===== src/rtl/fifo_skid2.sv =====
`default_nettype none
// ============================================================================
//  Module   : fifo_skid2
//  Purpose  : Two-entry in-order holding buffer; entry 0 is the head word.
//  Revision : 1.0
// ============================================================================
module fifo_skid2 #(
    parameter int DATA = 8
) (
    input  logic            clk,
    input  logic            rst_n,
    input  logic            flush,
    input  logic            push,
    input  logic            pop,
    input  logic [DATA-1:0] din,
    output logic [1:0]      occ,
    output logic [DATA-1:0] head
);

    logic [1:0]      r_occ;
    logic [DATA-1:0] r_ent0;
    logic [DATA-1:0] r_ent1;

    // Flush only drops occupancy; the head word stays visible, matching the
    // "holds its last value when empty" behaviour of the output.
    always_ff @(posedge clk) begin
        if (!rst_n) begin
            r_occ  <= 2'd0;
            r_ent0 <= '0;
            r_ent1 <= '0;
        end else if (flush) begin
            r_occ <= 2'd0;
        end else begin
            case ({push, pop})
                2'b10: begin
                    if (r_occ == 2'd0) r_ent0 <= din;
                    else               r_ent1 <= din;
                    r_occ <= r_occ + 2'd1;
                end
                2'b01: begin
                    r_ent0 <= r_ent1;
                    r_occ  <= r_occ - 2'd1;
                end
                2'b11: begin
                    if (r_occ == 2'd1) begin
                        r_ent0 <= din;
                    end else begin
                        r_ent0 <= r_ent1;
                        r_ent1 <= din;
                    end
                end
                default: ;
            endcase
        end
    end

    assign occ  = r_occ;
    assign head = r_ent0;

    a_no_overflow : assert property (@(posedge clk) disable iff (!rst_n)
        !(push && !pop && (r_occ == 2'd2)));

    a_occ_range : assert property (@(posedge clk) disable iff (!rst_n)
        r_occ != 2'd3);

endmodule
`default_nettype wire


===== src/rtl/fifo_rdstage.sv =====
`default_nettype none
// ============================================================================
//  Module   : fifo_rdstage
//  Purpose  : FIFO read stage; issues reads, absorbs 1-cycle RAM latency and
//             presents words on a valid/ready stream, honouring flush.
//  Revision : 1.0
// ============================================================================
module fifo_rdstage #(
    parameter int DATA = 8
) (
    input  logic            clk,
    input  logic            rst_n,
    input  logic            notempty,
    output logic            fiford,
    input  logic [DATA-1:0] mem_rdata,
    input  logic            fifoflsh,
    output logic            out_vld,
    output logic [DATA-1:0] out_dat,
    input  logic            out_rdy,
    output logic [1:0]      occ
);

    logic       r_inflight;
    logic       w_pop;
    logic       w_push;
    logic [2:0] w_committed;
    logic [1:0] w_occ;

    assign w_pop  = out_vld & out_rdy;
    assign w_push = r_inflight & ~fifoflsh;

    // Words already held plus the one returning, minus the one leaving now;
    // a new read is only issued if that leaves a free slot for it.
    assign w_committed = {1'b0, w_occ} + {2'b00, r_inflight} - {2'b00, w_pop};
    assign fiford      = rst_n & notempty & ~fifoflsh & (w_committed < 3'd2);

    always_ff @(posedge clk) begin
        if (!rst_n) begin
            r_inflight <= 1'b0;
        end else begin
            r_inflight <= fiford;
        end
    end

    fifo_skid2 #(
        .DATA (DATA)
    ) u_skid (
        .clk   (clk),
        .rst_n (rst_n),
        .flush (fifoflsh),
        .push  (w_push),
        .pop   (w_pop),
        .din   (mem_rdata),
        .occ   (w_occ),
        .head  (out_dat)
    );

    assign out_vld = (w_occ != 2'd0);
    assign occ     = w_occ;

    a_rd_needs_data : assert property (@(posedge clk) disable iff (!rst_n)
        fiford |-> notempty);

endmodule
`default_nettype wire

===== config.mk =====
export PLATFORM = sky130hd
export DESIGN_NAME = fifo_rdstage
export DESIGN_NICKNAME = d
export VERILOG_FILES = /design/src/rtl/fifo_skid2.sv /design/src/rtl/fifo_rdstage.sv
export SDC_FILE = /design/constraint.sdc
export NUM_CORES = 1
export LEC_CHECK = 0
export BUFFER_PORTS_ARGS = -buffer_cell sky130_fd_sc_hd__buf_2
export CORE_UTILIZATION = 45
export CTS_CLUSTER_DIAMETER = 150
export DETAILED_ROUTE_END_ITERATION = 12
export PLACE_DENSITY = 0.72
export SKIP_LAST_GASP = 1
export SYNTH_ARGS = -nofsm -noshare
export SYNTH_HDL_FRONTEND = slang
export SYNTH_SLANG_ARGS = --single-unit

===== constraint.sdc =====
create_clock -name clk -period 3 [get_ports clk]
set_input_delay 0.15 -clock clk [delete_from_list [all_inputs] [get_ports clk]]
set_output_delay 0.15 -clock clk [all_outputs]
set_load 0.005 [all_outputs]

After elaboration in Yosys (flattened, before gate mapping)
Index checks and enable logic that the tools add are counted.
Operators by class
  $add $sub $neg: 4
  magnitude comparators: 1
  equal/unequal tests: 7
  muxes and demuxes: 7
  bitwise operators: 7
  reductions and logical operators: 8
Operators by type and width (count)
  $mux W8: 4
  $pmux W8 S3: 1
  $pmux W8 S2: 1
  $reduce_bool A2 Y1: 3
  $and A1 B1 Y1: 5
  $eq A2 B1 Y1 const B: 2
  $eq A2 B2 Y1 const B: 2
  $ne A2 B2 Y1 const B: 2
  $pmux W2 S2: 1
  $reduce_and A4 Y1: 1
  $add A2 B1 Y3: 1
  $lt A3 B2 Y1 const B: 1
  $reduce_and A3 Y1: 1
  $reduce_bool A3 Y1: 1
  $sub A3 B1 Y3: 1
  $add A2 B1 Y2 const B: 1
  $logic_not A2 Y1: 1
  $ne A2 B1 Y1 const B: 1
  $not A1 Y1: 2
  $reduce_or A2 Y1: 1
  $sub A2 B1 Y2 const B: 1
Storage, ports and cells
  register bits: 19
  input bits: 13
  output and inout port bits: 12
  word-level logic and storage cells: 38

Longest topological paths before layout
  depth after elaboration: 5
  depth in mapped cells: 10

Hierarchy
Synthesis repeated with hierarchy kept, for this count alone.
Second synthesis, totals
  cells, all modules: 123
  area total of the unflattened synthesis: 1087.3 sq um
Modules (own cells, without submodules)
  fifo_skid2: instances 1, cells an instance 111, area each 977.2 sq um, seq. area each 360.3 sq um
  fifo_rdstage: instances 1, cells an instance 12, area each 110.1 sq um, seq. area each 20.0 sq um

Worst setup path before layout
Ideal clock, no wire load.
  path type: register -> output
  start point: register u_skid.r_occ[1] (netlist: u_skid.occ[1])
  end point: output port fiford
  arrival time: 2335 ps
  path slack: 515 ps
  cell stages (with the launch flop): 11
  path buffers: 1
  cells stage by stage: dfxtp_1 -> inv_1 -> ha_1 -> nand2b_1 -> buf_2 -> clkinv_1 -> ha_1 -> nand2b_1 -> fa_1 -> nand2_1 -> nor3_1
On the way
  word-level cells in the longest chain between the ends: 5
RTL lines
  start: declaration: line fifo_skid2.sv:20  | logic [1:0] r_occ;
  start signal: assignment: line fifo_skid2.sv:38  | r_occ <= r_occ + 2'd1;
  start signal: assignment: line fifo_skid2.sv:42  | r_occ <= r_occ - 2'd1;
  parallel branches: the longest is 2 deep, another holds $add A2 B1 Y3
  $sub A3 B1 Y3 *: line fifo_rdstage.sv:34  | assign w_committed = {1'b0, w_occ} + {2'b00, r_inflight} - {2'b00, w_pop};
  $lt A3 B2 Y1 *: line fifo_rdstage.sv:35  | assign fiford = rst_n & notempty & ~fifoflsh & (w_committed < 3'd2);
  $and A1 B1 Y1 *: line fifo_rdstage.sv:35
  end: declaration: line fifo_rdstage.sv:14  | output logic fiford,
Mark *: on every way between the ends.

Worst setup path in the final report
Same ends and word-level chain as after synthesis.

==> flow_metrics.tcl <==
set metrics [dict create \
    path_class "reg -> out" \
    hold_buffers 0 \
    cts_resized 0 \
    cts_inserted_buffers 3 \
    synth_top_area_share_pct 37.8 \
    async_reset_ff_share_pct 0 \
    ir_worst_vdd_mv 0.252 \
    path_max_fanout 10 \
    diodes 0 \
    die_w_um 49.3 \
    register_area_um2 380 \
    grt_overflow 0 \
    die_area_mm2 0.00243 \
    fin_setup_tns_ns 0 \
    ys_ff_latch 19 \
    drtAntennaViolNets 0 \
    drc_errors 0 \
    yosys.cell_count.top_type "dfxtp_1" \
    path_clk_slew_ns 0.11 \
    gp_congestion 0.748 \
    core-area_mm2 0.00202 \
    grt_pass1_wl_mm 3.80 \
    critPathMaxStageDelay_ns 0.48 \
    rsz0062_at_grt "false" \
    slew_headroom_pct 54.1 \
    cellPowerDensity_mw_per_mm2 402 \
    clockBufferDepth 2 \
    area_growth_pct 15.4 \
    grt_max_degree 17 \
    synth_adder_area_share_pct 9.45 \
    routedWlPerCell_um 13.4 \
    utilization_pct 57.4 \
    die_h_um 49.3 \
    ioPinCount 25 \
    yosysTopAreaCell "dfxtp_1" \
    vias 924 \
    synth_top_family_by_area "compound AO/OA/AOI/OAI gates" \
    start_util_pct 49.8 \
    drive_gt1_share_pct 24.8 \
    drt_first_pass_iters 4 \
    cp.required_ns 2.85 \
    synth_xor_area_share_pct 2.61 \
    synth.distinct_cells 27 \
    worstSetupEndpointType "primary output" \
    synth_edf_count 0 \
    vias_per_cell 5.63 \
    crit_slowest_cell "fa_1" \
    tritoncts "yes" \
    ys_top_cells_by_area "dfxtp_1 (38%), a21oi_1 (8.0%), o21ai_0 (8.0%)" \
    worstHoldPathType "in -> reg" \
    p_leak_uw 0.000469 \
    dp_hpwl_mm 1.73 \
    synth-compound-area-share_pct 32.0 \
    synthMuxAreaShare_pct 1.49 \
    port_buffers 24 \
    finalClockSkew_ns 0.00520 \
    power_uw 467 \
    path_cells "inv_1, ha_1, nand2b_2, clkinv_1, ha_1, nand2b_1, fa_1, nand2_1, nor3_1, buf_2" \
    synth_warnings 0 \
    nets 158 \
    antenna_found_initial 0 \
    drt_wl_total_mm 2.21 \
    htree_levels 1 \
    worstSkewPairLatency_ns 0.30 \
    drv_cap 0 \
    hold_viol_final 0 \
    synth_ff_type "dfxtp_1" \
    rows 16 \
    multi_input_area_um2 566 \
    first_iter_violations 21 \
    tightest_slew_ns 0.688 \
    synth_nets 135 \
    synthTopCellsByCount "dfxtp_1 (19), a21oi_1 (16), o21ai_0 (16)" \
    period_needed_ns 2.77 \
    fillerInstances 198 \
    cts_setup_buffers 0 \
    setup_violations 0 \
    critPathLaunchType "register" \
    synth_simple_gate_area_share_pct 10.4 \
    slew_viol_final 0 \
    seq_area_frac_synth_pct 37.8 \
    fin_crit_sh_pct 92.3 \
    crit_arrival_ns 2.62 \
    outcome "finished, final reports clean" \
    clockRootBuffer "clkbuf_4" \
    synth_cells 115 \
    grt_use_total_pct 20.4 \
    cts.sinks 19 \
    grt_pass1_vias 847 \
    syn_area_mm2 0.00101 \
    avgSynthCellArea_um2 8.75 \
    fmax_mhz 361 \
    cp_common_cell "ha_1" \
]
[power by group]
part	switching, uW	leakage [uW]	internal (uW)	total, uW
clock network	81.6	0.0000177	49.7	131
logic	38.9	0.000297	29.7	68.7
registers	5.32	0.000154	262	267
[routing by layer]
layer | track usage (%) | vias up | wire [um]
met3 | 2.80 | 4 | 143
met1 | 28.0 | 418 | 1020
li1 | - | 470 | -
met4 | 5.88 | 0 | 21
met5 | 0 | - | 0
met2 | 32.9 | 32 | 1020
[worst max-delay path, delay by kind of cell, from the launching register on]
kind	cells	cell delay, ns
adder cells (fa/ha/maj)	3	1.01
AND/OR/NAND/NOR	4	0.60
flip-flops	1	0.37
buffers and inverters	3	0.35
[cell families (layout without fill, tap and decap cells)]
group                    after synthesis  in the layout
AO/OA/AOI/OAI                         51             51
XOR/XNOR                               3              3
adder cells (fa/ha/maj)                7              7
buffers and inverters                 14             36
flip-flops                            19             19
multiplexers                           1              1
AND/OR/NAND/NOR                       20             20
[metrics by stage]
| step | instance area, um2 | cells | setup WS (ns) | hold WS [ns] |
|---|---|---|---|---|
| finish | 1160 | 164 | 0.232 | 0.0910 |
| global route | 1160 | 164 | 0.0487 | 0.0760 |
| CTS | 1160 | 164 | 0.106 | 0.0847 |
| detailed placement | 1130 | 160 | 0.471 | 0.417 |
| global placement | 1130 | 160 | 0.540 | 0.407 |
| floorplan | 1010 | 115 | 0.515 | 0.298 |
[worst paths after layout]
| kind | slack [ns] | endpoint | cells past startpoint | startpoint |
|---|---|---|---|---|
| max | 0.23 | fiford | 10 | u_skid.occ[1]$_SDFFE_PP0P_ |
| min | 0.09 | r_inflight$_SDFF_PN0_ | 3 | notempty |
| max reg2reg | 0.51 | u_skid.head[1]$_SDFFE_PN0P_ | 9 | u_skid.occ[1]$_SDFFE_PP0P_ |
| min reg2reg | 0.49 | u_skid.r_ent1[4]$_SDFFE_PN0P_ | 2 | u_skid.r_ent1[4]$_SDFFE_PN0P_ |
[cells in the final DEF (no fill, tap or decap), types with 2 or more instances in the layout]
| cell type | n |
|---|---|
| a21oi_1 | 16 |
| a311oi_1 | 7 |
| buf_2 | 24 |
| clkbuf_4 | 3 |
| clkinv_1 | 3 |
| dfxtp_1 | 19 |
| ha_1 | 6 |
| inv_1 | 4 |
| nand2_1 | 2 |
| nand2b_1 | 2 |
| nand3_1 | 8 |
| nor2_1 | 2 |
| nor3_1 | 2 |
| o211ai_1 | 8 |
| o21ai_0 | 16 |
| xor2_1 | 3 |
[sequential cells by signal (all words and copies together), names as in the netlist]
signal         cells
u_skid.r_ent1      8
u_skid.occ         2
r_inflight         1
u_skid.head        8
[cell type report]
class	instances	share of cell area, %
Tap cell	27	2.91
Multi-Input combinational cell	82	48.7
Sequential cell	19	32.8
Inverter	7	2.26
Clock buffer	3	1.94
Timing Repair Buffer	25	11.0
Clock inverter	1	0.431
Note: power is estimated with default switching activity, not from simulation.
